## src/rtl/filter_seq_pkg.sv

```systemverilog
// Shared constants, FSM state encoding and the slot tag that travels
// alongside each sample through the external filter's latency.
package filter_seq_pkg;

  localparam int DATA_W    = 8;
  localparam int OUT_W     = 16;
  localparam int LINE_LEN  = 128;
  localparam int HALF_TAPS = 8;
  localparam int FILT_LAT  = 12;
  localparam int MAX_LINES = 256;

  localparam int LINE_W = $clog2(MAX_LINES);
  localparam int IDX_W  = $clog2(LINE_LEN);
  localparam int ADDR_W = LINE_W + IDX_W;

  // Slots fed per line: the line itself plus H zeros on each side
  localparam int N      = LINE_LEN + 2 * HALF_TAPS;
  localparam int SLOT_W = $clog2(N);

  typedef enum logic [1:0] {
    IDLE,
    RUN,
    DRAIN,
    DONE
  } seq_state_e;

  // keep marks a slot whose filter result is a centred, fully-formed sample
  typedef struct packed {
    logic              keep;
    logic [LINE_W-1:0] line;
    logic [IDX_W-1:0]  idx;
  } tag_t;

endpackage

```

## src/rtl/filter_line_sequencer_if.sv

```systemverilog
// Bundle of the sequencer's control, projection-read, filter and
// filtered-write signals. master = sequencer, slave = its surroundings.
interface filter_line_sequencer_if;
  import filter_seq_pkg::*;

  logic              start;
  logic [LINE_W:0]   num_lines;
  logic              busy;
  logic              done;
  logic [ADDR_W-1:0] in_addr;
  logic              in_re;
  logic [DATA_W-1:0] in_data;
  logic              filt_en;
  logic [DATA_W-1:0] filt_val_in;
  logic [OUT_W-1:0]  filt_val_out;
  logic              out_we;
  logic [ADDR_W-1:0] out_addr;
  logic [OUT_W-1:0]  out_data;

  modport master (
    input  start, num_lines, in_data, filt_val_out,
    output busy, done, in_addr, in_re, filt_en, filt_val_in,
           out_we, out_addr, out_data
  );

  modport slave (
    output start, num_lines, in_data, filt_val_out,
    input  busy, done, in_addr, in_re, filt_en, filt_val_in,
           out_we, out_addr, out_data
  );

endinterface

```

## src/rtl/filter_tag_delay.sv

```systemverilog
// Shift register that delays slot tags by the filter latency so each tag
// lines up with the filter output it describes.
module filter_tag_delay
  import filter_seq_pkg::*;
#(
  parameter int DEPTH = FILT_LAT + 1
) (
  input  logic clk,
  input  logic reset,
  input  tag_t tag_in,
  output tag_t tag_out,
  output logic pending
);

  tag_t [DEPTH-1:0] pipe_q, pipe_d;

  // Next pipeline contents: new tag enters stage 0, all others move up
  always_comb begin
    pipe_d    = pipe_q;
    pipe_d[0] = tag_in;
    for (int i = 1; i < DEPTH; i++) begin
      pipe_d[i] = pipe_q[i-1];
    end
  end

  // Pipeline registers; reset clears every stage so nothing stale is written
  always_ff @(posedge clk or posedge reset) begin
    if (reset) begin
      pipe_q <= '0;
    end else begin
      pipe_q <= pipe_d;
    end
  end

  // Keeps not yet at the output stage; once clear, the current output
  // stage holds the final write of the run
  always_comb begin
    pending = 1'b0;
    for (int i = 0; i < DEPTH - 1; i++) begin
      pending = pending | pipe_q[i].keep;
    end
  end

  assign tag_out = pipe_q[DEPTH-1];

endmodule

```

## src/rtl/filter_line_sequencer.sv

```systemverilog
// Streams zero-padded projection lines into the external FIR filter and
// writes back only the centred filter results, one per input sample.
module filter_line_sequencer
  import filter_seq_pkg::*;
(
  input logic                    clk,
  input logic                    reset,
  filter_line_sequencer_if.master io
);

  localparam logic [SLOT_W-1:0] FEED_LO   = SLOT_W'(HALF_TAPS);
  localparam logic [SLOT_W-1:0] FEED_HI   = SLOT_W'(HALF_TAPS + LINE_LEN);
  localparam logic [SLOT_W-1:0] KEEP_LO   = SLOT_W'(2 * HALF_TAPS);
  localparam logic [SLOT_W-1:0] LAST_SLOT = SLOT_W'(N - 1);

  seq_state_e        state_q, state_d;
  logic [SLOT_W-1:0] slot_q, slot_d;
  logic [LINE_W-1:0] line_q, line_d;
  logic [LINE_W:0]   lines_q, lines_d;
  logic              feed_q, feed_d;

  logic issue, feed, keep, pending;
  tag_t tag_in, tag_out;

  // Classify the slot being issued this cycle and build its tag
  always_comb begin
    issue  = (state_q == RUN);
    feed   = issue && (slot_q >= FEED_LO) && (slot_q < FEED_HI);
    keep   = issue && (slot_q >= KEEP_LO);
    tag_in = '0;
    if (keep) begin
      tag_in.keep = 1'b1;
      tag_in.line = line_q;
      tag_in.idx  = IDX_W'(slot_q - KEEP_LO);
    end
  end

  // Sequencing: walk slots within a line, lines within a run, then drain
  always_comb begin
    state_d = state_q;
    slot_d  = slot_q;
    line_d  = line_q;
    lines_d = lines_q;
    feed_d  = feed;
    case (state_q)
      IDLE: begin
        if (io.start) begin
          if (io.num_lines == '0) begin
            state_d = DONE;
          end else begin
            state_d = RUN;
            lines_d = io.num_lines;
            slot_d  = '0;
            line_d  = '0;
          end
        end
      end
      RUN: begin
        if (slot_q == LAST_SLOT) begin
          slot_d = '0;
          if ({1'b0, line_q} == lines_q - 1'b1) begin
            state_d = DRAIN;
            line_d  = '0;
          end else begin
            line_d = line_q + 1'b1;
          end
        end else begin
          slot_d = slot_q + 1'b1;
        end
      end
      DRAIN: begin
        if (!pending) begin
          state_d = DONE;
        end
      end
      DONE: begin
        state_d = IDLE;
      end
      default: begin
        state_d = IDLE;
      end
    endcase
  end

  // Sequencer registers
  always_ff @(posedge clk or posedge reset) begin
    if (reset) begin
      state_q <= IDLE;
      slot_q  <= '0;
      line_q  <= '0;
      lines_q <= '0;
      feed_q  <= 1'b0;
    end else begin
      state_q <= state_d;
      slot_q  <= slot_d;
      line_q  <= line_d;
      lines_q <= lines_d;
      feed_q  <= feed_d;
    end
  end

  filter_tag_delay #(
    .DEPTH (FILT_LAT + 1)
  ) u_tag_delay (
    .clk     (clk),
    .reset   (reset),
    .tag_in  (tag_in),
    .tag_out (tag_out),
    .pending (pending)
  );

  assign io.busy        = (state_q == RUN) || (state_q == DRAIN);
  assign io.done        = (state_q == DONE);
  assign io.filt_en     = io.busy;
  assign io.in_re       = feed;
  assign io.in_addr     = feed ? {line_q, IDX_W'(slot_q - FEED_LO)} : '0;
  assign io.filt_val_in = feed_q ? io.in_data : '0;
  assign io.out_we      = tag_out.keep;
  assign io.out_addr    = {tag_out.line, tag_out.idx};
  assign io.out_data    = io.filt_val_out;

endmodule

```

## src/flat_wrapper.sv

```systemverilog
// flat-port wrapper written by rule: the top's interface ports become plain ports
module filter_line_sequencer_flat import filter_seq_pkg::*;
  (clk, reset, io_start, io_num_lines, io_in_data, io_filt_val_out, io_busy, io_done, io_in_addr, io_in_re, io_filt_en, io_filt_val_in, io_out_we, io_out_addr, io_out_data);
  filter_line_sequencer_if io_i ();
  input logic clk;
  input logic reset;
  input wire logic [$bits(io_i.start)-1:0] io_start;
  input wire logic [$bits(io_i.num_lines)-1:0] io_num_lines;
  input wire logic [$bits(io_i.in_data)-1:0] io_in_data;
  input wire logic [$bits(io_i.filt_val_out)-1:0] io_filt_val_out;
  output wire logic [$bits(io_i.busy)-1:0] io_busy;
  output wire logic [$bits(io_i.done)-1:0] io_done;
  output wire logic [$bits(io_i.in_addr)-1:0] io_in_addr;
  output wire logic [$bits(io_i.in_re)-1:0] io_in_re;
  output wire logic [$bits(io_i.filt_en)-1:0] io_filt_en;
  output wire logic [$bits(io_i.filt_val_in)-1:0] io_filt_val_in;
  output wire logic [$bits(io_i.out_we)-1:0] io_out_we;
  output wire logic [$bits(io_i.out_addr)-1:0] io_out_addr;
  output wire logic [$bits(io_i.out_data)-1:0] io_out_data;
  assign io_i.start = io_start;
  assign io_i.num_lines = io_num_lines;
  assign io_i.in_data = io_in_data;
  assign io_i.filt_val_out = io_filt_val_out;
  assign io_busy = io_i.busy;
  assign io_done = io_i.done;
  assign io_in_addr = io_i.in_addr;
  assign io_in_re = io_i.in_re;
  assign io_filt_en = io_i.filt_en;
  assign io_filt_val_in = io_i.filt_val_in;
  assign io_out_we = io_i.out_we;
  assign io_out_addr = io_i.out_addr;
  assign io_out_data = io_i.out_data;
  filter_line_sequencer u_core (.clk(clk), .reset(reset), .io(io_i));
endmodule
```

## config.mk

```make
export PLATFORM = sky130hd
export DESIGN_NAME = filter_line_sequencer_flat
export DESIGN_NICKNAME = d
export VERILOG_FILES = /design/src/rtl/filter_seq_pkg.sv /design/src/rtl/filter_line_sequencer_if.sv /design/src/rtl/filter_tag_delay.sv /design/src/rtl/filter_line_sequencer.sv /design/src/flat_wrapper.sv
export SDC_FILE = /design/constraint.sdc
export NUM_CORES = 1
export LEC_CHECK = 0
export ABC_AREA = 1
export CORE_MARGIN = 2
export CORE_UTILIZATION = 39
export DETAILED_ROUTE_END_ITERATION = 10
export GPL_TIMING_DRIVEN = 0
export SLEW_MARGIN = 20
export SYNTH_ARGS = -nofsm -noshare
export SYNTH_HDL_FRONTEND = slang
export SYNTH_SLANG_ARGS = --single-unit
```

## constraint.sdc

```tcl
create_clock -name clk -period 24.5 [get_ports clk]
set_clock_uncertainty 0.15 [all_clocks]
set_input_delay 7.35 -clock clk [delete_from_list [all_inputs] [get_ports clk]]
set_output_delay 7.35 -clock clk [all_outputs]
set_load 0.005 [all_outputs]
```

==> impl_metrics.json <==
{
  "core_area_um2": 19300,
  "yosysWarnings": 0,
  "hold_ws_ns": 0.194,
  "dr.first_iter.drc_count": 143,
  "initial_core_util": 0.394,
  "grt_start_max_net_pins": 96,
  "clk_latency_ns": 0.50,
  "placed_area_um2": 8770,
  "ir_drop_v": 0.0000745,
  "post-route-min-period_ns": 15.96,
  "place_congestion": 0.869,
  "p_per_area_nw_per_um2": 93.4,
  "grt_overflow": 0,
  "synthCells": 560,
  "cts.sinks": 236,
  "setup_viol_count_final": 0,
  "antenna_found_initial": 0,
  "dieWidth_um": 144,
  "min_path_cells": 0,
  "cts_tree": "built",
  "cts.path.max_buffers": 3,
  "outcome": "completed",
  "maxCapViolCount": 0,
  "crit_slowest_cell": "clkdlybuf4s50_1",
  "drt-pass1-iter-count": 4,
  "rsz0062_at_grt": "false",
  "wire_per_inst_um": 12.1,
  "ys_dominant_reg_cell": "dfrtp_1",
  "worst-path-stages": 4,
  "max-slew-margin-rel": 0.663,
  "synth_seq_area_share": 0.778,
  "arrival_ns": 8.46,
  "grt_pass1_vias": 4132,
  "clock.fmax_mhz": 62.6,
  "yosys.area.top_type_share": 0.778,
  "fp-row-count": 51,
  "worstPathRequired_ns": 17.00,
  "worst_pin_slew_ns": 0.505,
  "postRouteWirelength_um": 11400,
  "yosysTopAreaCell": "dfrtp_1",
  "syn-cell-area_um2": 7590,
  "synthArstFlopShare": 1.00,
  "critPathBufInv": 3,
  "fin_crit_sh": 0.652,
  "ff2ff_path_depth": 8,
  "critPathMostFrequentCell": "clkdlybuf4s50_1",
  "final_area_um2": 9550,
  "power_w": 0.000892,
  "grtUsageTotal": 0.114,
  "antenna_cells": 0,
  "cp-end-kind": "output pin",
  "ys_ff_latch": 236,
  "finalNetCount": 715,
  "syn_nets": 610,
  "p_leak_nw": 4.94,
  "root_buffer": "clkbuf_16",
  "syn_avg_cell_area_um2": 13.6,
  "cts_buffers": 23,
  "cts_max_level": 1,
  "crit_path_start_kind": "primary input",
  "post_cts_buffers": 0,
  "crit_path_max_fanout": 1,
  "die_h_um": 144,
  "fin_tns_setup_ns": 0,
  "postCtsHoldBufs": 0,
  "area_growth_pct": 25.8,
  "synth_cell_types": 36,
  "clk_pin_slew_ns": 0.06,
  "synth-edff-count": 0,
  "grt_pass1_wl_um": 19000,
  "ant_nets": 0,
  "crit_path_cell_trace": "clkdlybuf4s50_1, nand2_1, inv_1, clkdlybuf4s50_1",
  "preCtsSetupSlack_ns": 8.54,
  "cts_resized": 0,
  "die-area_um2": 20600,
  "register_area_um2": 5910,
  "drc": 0,
  "vias": 4137,
  "fin_ws_ns": 8.54,
  "hold_path.class": "reg -> reg",
  "slew_viol_final": 0,
  "place_hpwl_um": 7450,
  "slowest_delay_ns": 0.50,
  "port_buffers": 78,
  "final_layout_size_suffix_gt1_frac": 0.145,
  "vias_per_cell": 4.37,
  "io_pins": 95,
  "synth.area.top_cells": "dfrtp_1, nand2_1, nor2_1, ha_1, inv_1",
  "crit_type": "in -> out",
  "fillerInstances": 1666,
  "crit_family": "buffers and inverters",
  "multiInputGateArea_um2": 1290,
  "final-hold-violation-count": 0
}
## path summary, 6_finish.rpt
| path | start | endpoint | slack [ns] |
|---|---|---|---|
| worst max-delay path | io_in_data[1] | io_filt_val_in[1] | 8.54 |
| worst min-delay path | u_core.u_tag_delay.pipe_d[29] | u_core.u_tag_delay.pipe_d[45] | 0.19 |
| worst max register to register | u_core.slot_q[4] | u_core.feed_q | 22.35 |
| worst min register to register | u_core.u_tag_delay.pipe_d[29] | u_core.u_tag_delay.pipe_d[45] | 0.19 |
| max in group asynchronous | reset | u_core.u_tag_delay.pipe_d[121] | 16.22 |
| min in group asynchronous | reset | u_core.u_tag_delay.tag_out[14] | 7.17 |
## cells in the mapped netlist, types with 2 or more instances
| master | n |
|---|---|
| dfrtp_1 | 236 |
| inv_1 | 43 |
| o21ai_1 | 4 |
| nand3_1 | 19 |
| xnor2_1 | 2 |
| nor2_1 | 52 |
| buf_4 | 18 |
| nand2_2 | 5 |
| nor3_2 | 2 |
| ha_1 | 14 |
| nand4_1 | 10 |
| clkinv_1 | 2 |
| inv_2 | 9 |
| nand2_1 | 81 |
| a21oi_1 | 13 |
| buf_2 | 5 |
| or2_2 | 2 |
| xor2_1 | 9 |
| nor2_2 | 7 |
| nor3_1 | 4 |
| o21ai_0 | 8 |
## cell families after synthesis
logic type | after synthesis | synth area share
AO/OA/AOI/OAI | 31 | 0.0236
XOR/XNOR | 11 | 0.0127
adder cells (fa/ha/maj) | 14 | 0.0231
buffers and inverters | 80 | 0.0516
flip-flops | 236 | 0.778
multiplexers | 1 | 0.00148
AND/OR/NAND/NOR | 187 | 0.110
## metrics by stage
stage | std cells | util
6_report | 947 | 0.496
5_1_grt | 947 | 0.496
4_1_cts | 947 | 0.496
3_5_place_dp | 905 | 0.455
3_3_place_gp | 903 | 0.452
2_1_floorplan | 560 | -
## flip-flops by register name (all words and copies together), names as in the netlist
register / count
u_core.slot_q: 8
u_core.line_q: 8
u_core.u_tag_delay.pipe_d: 192
u_core.lines_q: 9
u_core.u_tag_delay.tag_out: 16
u_core.state_q: 2
u_core.feed_q: 1
## where the power goes
part | internal (W) | leakage (nW) | switching [W]
clock network | 0.000212 | 0.382 | 0.000138
logic | 0.0000498 | 1.29 | 0.0000760
registers | 0.000402 | 3.27 | 0.0000136
total | 0.000664 | 4.94 | 0.000228
## metal layers
metal,part of all wire,routed length [um],global-route usage,vias to the layer above
met5,0,0,0,-
met4,0.030,349,0.0459,0
met3,0.056,638,0.0293,29
met2,0.50,5710,0.193,118
met1,0.41,4750,0.140,2053
li1,-,-,-,1937
## area by class of cell
cell class                 count  share of cell area
tap                          265              0.0347
inverter                      54              0.0220
timing repair buffer          80              0.0875
clock buffer                  31              0.0697
sequential                   236               0.618
buffer                        26              0.0198
multi-input combinational    244               0.136
clock inverter                11              0.0126
## placed cells by master (no fill, tap or decap), types with 2 or more instances in the layout
cell type / n
dfrtp_1: 236
nand2_1: 81
clkdlybuf4s50_1: 78
nor2_1: 52
inv_1: 42
clkbuf_16: 23
nand3_1: 19
buf_4: 18
ha_1: 14
a21oi_1: 13
nand4_1: 10
inv_2: 9
xor2_1: 9
o21ai_0: 8
nor2_2: 7
clkbuf_8: 7
buf_2: 5
nand2_2: 5
o21ai_1: 4
nor3_1: 4
clkinv_2: 4
clkbuf_1: 3
clkinvlp_4: 3
or2_2: 2
xnor2_1: 2
clkinv_1: 2
nor3_2: 2
bufinv_16: 2
buf_16: 2
(Power assumes the default switching activity.)
==> RTL change 1, RTL diff (same flow settings) <==
Encoding of `seq_state_e`: now Gray code (2 bits for 4 states).
--- a/src/rtl/filter_seq_pkg.sv
+++ b/src/rtl/filter_seq_pkg.sv
@@ -20,6 +20,6 @@
   typedef enum logic [1:0] {
-    IDLE,
-    RUN,
-    DRAIN,
-    DONE
+    IDLE  = 2'b00,
+    RUN   = 2'b01,
+    DRAIN = 2'b11,
+    DONE  = 2'b10
   } seq_state_e;
Formal check against the unedited RTL: no difference found for any inputs over 10 cycles, from zero or initial values and one cycle with reset high; not proved beyond that.
==> RTL change 1 against the unedited design <==
- power rose by 6.2%
- design area shrank 0.83%
- setup slack improved by 0.022 ns
- sequential cell count stayed put
- via count fell by 0.34%
- first-iteration DRC count increased by 36%
- wire length fell by 2.4%
- final cell count fell by 0.21%
- area after synthesis down 1.0%
- fmax rose by 0.14%
- clock power hardly changed
- highest routed layer unchanged
- global-route usage up 0.35 points
==> RTL change 1: results (changes against the unedited design) <==
| Metric | Value |
|---|---|
| Yosys cell types | 33 (was 36) |
| Final Wtd Congestion | 0.814 (was 0.869) |
| Synth top cells by count | dfrtp_1 (236), nand2_1 (95), nor2_1 (62), inv_1 (53), nand3_1 (19) (was dfrtp_1 (236), nand2_1 (81), nor2_1 (52), inv_1 (43), nand3_1 (19)) |
| Mean Syn Cell Area | 13.3 um^2 (was 13.6 um^2) |
| Met3 GRT Util | 2.98% (was 2.93%) |
| Number of global-route vias before repair | 4277 (was 4132) |
| Met2 usage | 19.6% (was 19.3%) |
| Layout non-clock buf frac | 10.6% (was 10.7%) |
| Via count | 4123 (was 4137) |
| Multi-input gate count | 249 (was 244) |
| Net Count, Synth | 609 (was 610) |
| Compound-Gate Fraction of Synth Area | 2.31% (was 2.36%) |
| Sequential area share after synthesis | 78.6% (was 77.8%) |
| Inverters | 56 (was 54) |
| Wire length on met3 | 571 um (was 638 um) |
| Clock power share | 37.2% (was 39.3%) |
| CLK BUF | 32 (was 31) |
| Ratio of cells with drive above 1 in the final layout | 11.4% (was 14.5%) |
| 1st-iter DRT viols | 195 (was 143) |
| DIE WIDTH | 143 um (was 144 um) |
| Largest net degree at the start of global routing | 119 (was 96) |
| First-pass GRT wire length | 19.7 mm (was 19.0 mm) |
| Fin cells | 945 (was 947) |
| Pre-CTS setup slack | 8.56 ns (was 8.54 ns) |
| DP Area | 8680 um^2 (was 8770 um^2) |
| Switching power | 0.000257 W (was 0.000228 W) |
| Area contributors post-synth | dfrtp_1 (79%), nand2_1 (4.7%), nor2_1 (3.1%), inv_1 (2.6%), buf_4 (1.8%) (was dfrtp_1 (78%), nand2_1 (4.0%), nor2_1 (2.6%), ha_1 (2.3%), inv_1 (2.1%)) |
| Max VDD drop | 0.0676 mV (was 0.0745 mV) |
| Hold endpoint | u_core.u_tag_delay.pipe_d[32] (was u_core.u_tag_delay.pipe_d[45]) |
| Synth Area in Adders | 1.50% (was 2.31%) |
| Status | completed (unchanged) |
## RTL change 1: how the worst max path moves through the flow
stage                                  start                             end  slack [ns]  depth (start not counted)
final                          io_in_data[4]               io_filt_val_in[4]        8.56                          4
after global routing           io_in_data[4]               io_filt_val_in[4]        8.50                          4
after CTS                      io_in_data[4]               io_filt_val_in[4]        8.55                          4
after detailed placement       io_in_data[4]               io_filt_val_in[4]        8.56                          4
after global placement                 reset  u_core.u_tag_delay.tag_out[15]        8.34                          2
after floorplan           io_filt_val_out[0]                  io_out_data[0]        9.54                          1
## RTL change 1: worst max-delay path: cells and delay by family
| family | cells | cell delay, ns |
|---|---|---|
| buffers and inverters | 3 | 1.04 |
| and+or+nand+nor | 1 | 0.05 |
## RTL change 1: cells by family (layout without fill, tap and decap cells)
kind of cell    after synthesis  in the layout
fa+ha+maj                     9              9
simple gates                200            200
flops                       236            236
compound gates               31             31
buf+inv                      79            200
xor+xnor                      9              9
==> RTL change 2, RTL diff (same settings) <==
Made on the original files. Change the package constant `HALF_TAPS` from 8 to 4.
--- a/src/rtl/filter_seq_pkg.sv
+++ b/src/rtl/filter_seq_pkg.sv
@@ -7,3 +7,3 @@
   localparam int LINE_LEN  = 128;
-  localparam int HALF_TAPS = 8;
+  localparam int HALF_TAPS = 4;
   localparam int FILT_LAT  = 12;
Formal check against the unedited RTL: not equivalent (Yosys sat finds a counterexample within 10 cycles, from zero or initial values and one cycle with reset high).
==> RTL change 2 against the unedited design <==
- combinational power up 6%
- fmax hardly changed
- final cell count grew 1.2%
- power rose by 0.62%
- area after synthesis increased by 1.1%
- die area increased by 1.0%
- clock power fell by 1%
- wire length grew 3.5%
- setup slack lost 0.0042 ns
- design area increased by 0.68%
- sequential cell count unchanged
- first-iteration DRC count decreased by 0.70%
- via count down 1.2%
==> RTL change 2: results (changes against the unedited design) <==
| Metric | Value |
|---|---|
| DP Area | 8850 um^2 (was 8770 um^2) |
| Fin cells | 958 (was 947) |
| Hold Path Class | reg2reg (unchanged) |
| Reg-to-reg startpoint | u_core.lines_q[0] (was u_core.slot_q[4]) |
| End of the critical path | io_filt_val_in[4] (was io_filt_val_in[1]) |
| WL/cell | 12.4 um (was 12.1 um) |
| Reg-to-reg slack, setup | 22.37 ns (was 22.35 ns) |
| GRT Util Overall | 12.0% (was 11.4%) |
| Hold endpoint | u_core.u_tag_delay.pipe_d[58] (was u_core.u_tag_delay.pipe_d[45]) |
| First-pass GRT wire length | 20.2 mm (was 19.0 mm) |
| H-tree levels | 1 (unchanged) |
| Net Count, Synth | 623 (was 610) |
| DP HPWL | 7.92 mm (was 7.45 mm) |
| Yosys cell types | 35 (was 36) |
| Avg Vias per Cell | 4.27 (was 4.37) |
| Hold path startpoint | u_core.u_tag_delay.pipe_d[42] (was u_core.u_tag_delay.pipe_d[29]) |
| Worst-Skew Late Latency | 0.51 ns |
| Status | completed (unchanged) |
| Mean Syn Cell Area | 13.4 um^2 (was 13.6 um^2) |
| Ratio of cells with drive above 1 in the final layout | 12.8% (was 14.5%) |
| Worst EP arrival | 8.47 ns (was 8.46 ns) |
| Max_slew headroom | 69.9% (was 66.3%) |
| Leakage | 4.95 nW (was 4.94 nW) |
| Initial antenna violation count | 0 (unchanged) |
| Worst r2r dst | u_core.state_q[1] (was u_core.feed_q) |
| Fill cell total of the finished layout | 1712 (was 1666) |
| Sequential area share after synthesis | 77.0% (was 77.8%) |
| 1st-iter DRT viols | 142 (was 143) |
| Area contributors post-synth | dfrtp_1 (77%), nand2_1 (4.1%), nor2_1 (3.3%), inv_1 (2.6%), ha_1 (2.6%) (was dfrtp_1 (78%), nand2_1 (4.0%), nor2_1 (2.6%), ha_1 (2.3%), inv_1 (2.1%)) |
| Final Wtd Congestion | 0.810 (was 0.869) |
| Max VDD drop | 0.0622 mV (was 0.0745 mV) |
| Hold path depth | 0 (unchanged) |
| Root buf cell | clkbuf_16 (unchanged) |
| Post-CTS Resized | 0 (unchanged) |
| Synth warnings | 0 (unchanged) |
| Worst Setup SP | io_in_data[4] (was io_in_data[1]) |
| Placed Cells | 916 (was 905) |
| IO buf count | 78 (unchanged) |
| Largest net degree at the start of global routing | 97 (was 96) |
| Crit path max fanout | 1 (unchanged) |
| TritonCTS buffer count | 23 (unchanged) |
| Worst reg2reg path depth | 13 (was 8) |
| Final nets | 728 (was 715) |
| Number of global-route vias before repair | 4208 (was 4132) |
| Synth top cells by count | dfrtp_1 (236), nand2_1 (83), nor2_1 (67), inv_1 (54), nand3_1 (18) (was dfrtp_1 (236), nand2_1 (81), nor2_1 (52), inv_1 (43), nand3_1 (19)) |
[RTL change 2: cell count changes after synthesis, moves of 4 or more]
cell / unedited run / this run
o21ai_0: 8 / 12
nand4_1: 10 / 5
nor2_2: 7 / 3
inv_1: 43 / 54
nor2_1: 52 / 67
a21oi_1: 13 / 8
inv_2: 9 / 1
[RTL change 2: power breakdown]
part | switching [W] | internal [W]
registers | 0.0000142 | 0.000402
logic | 0.0000807 | 0.0000533
clock network | 0.000142 | 0.000205
total | 0.000237 | 0.000660
[RTL change 2: routing by layer]
metal	share of wire, %	GRT usage [%]	vias to the layer above	wire length [um]
met5	0	0	-	0
met4	2.8	3.99	0	334
li1	-	-	1951	-
met1	43	15.9	2015	5150
met2	49	19.8	91	5780
met3	4.9	2.98	30	585
[RTL change 2: layout make-up]
type	count	area share (%)
Inverter	56	2.28
Multi-Input combinational cell	254	14.3
Sequential cell	236	61.4
Buffer	25	1.86
Tap cell	265	3.45
Timing Repair Buffer	80	8.69
Clock buffer	29	6.53
Clock inverter	13	1.47
[RTL change 2: stage by stage]
| stage | hold slack, ns | util (%) | worst slack [ns] |
|---|---|---|---|
| after floorplan | 0.181 | - | 9.54 |
| after global placement | 0.181 | 45.3 | 8.36 |
| after detailed placement | 0.185 | 45.6 | 8.55 |
| after CTS | 0.183 | 49.6 | 8.55 |
| after global routing | 0.193 | 49.6 | 8.53 |
| final | 0.191 | 49.6 | 8.53 |
[RTL change 2: critical path: stages]
cell and delay (ns):
clkdlybuf4s50_1 0.48, nand2_1 0.07, inv_1 0.07, clkdlybuf4s50_1 0.50
[RTL change 2: cells by family after synthesis]
group                      synth area share (%)
and+or+nand+nor                            11.3
adders and majority gates                  2.61
AOI/OAI and AO/OA                          2.17
DFF                                        77.0
buffers and inverters                      5.09
xor gates and xnor gates                   1.48
muxes                                     0.440
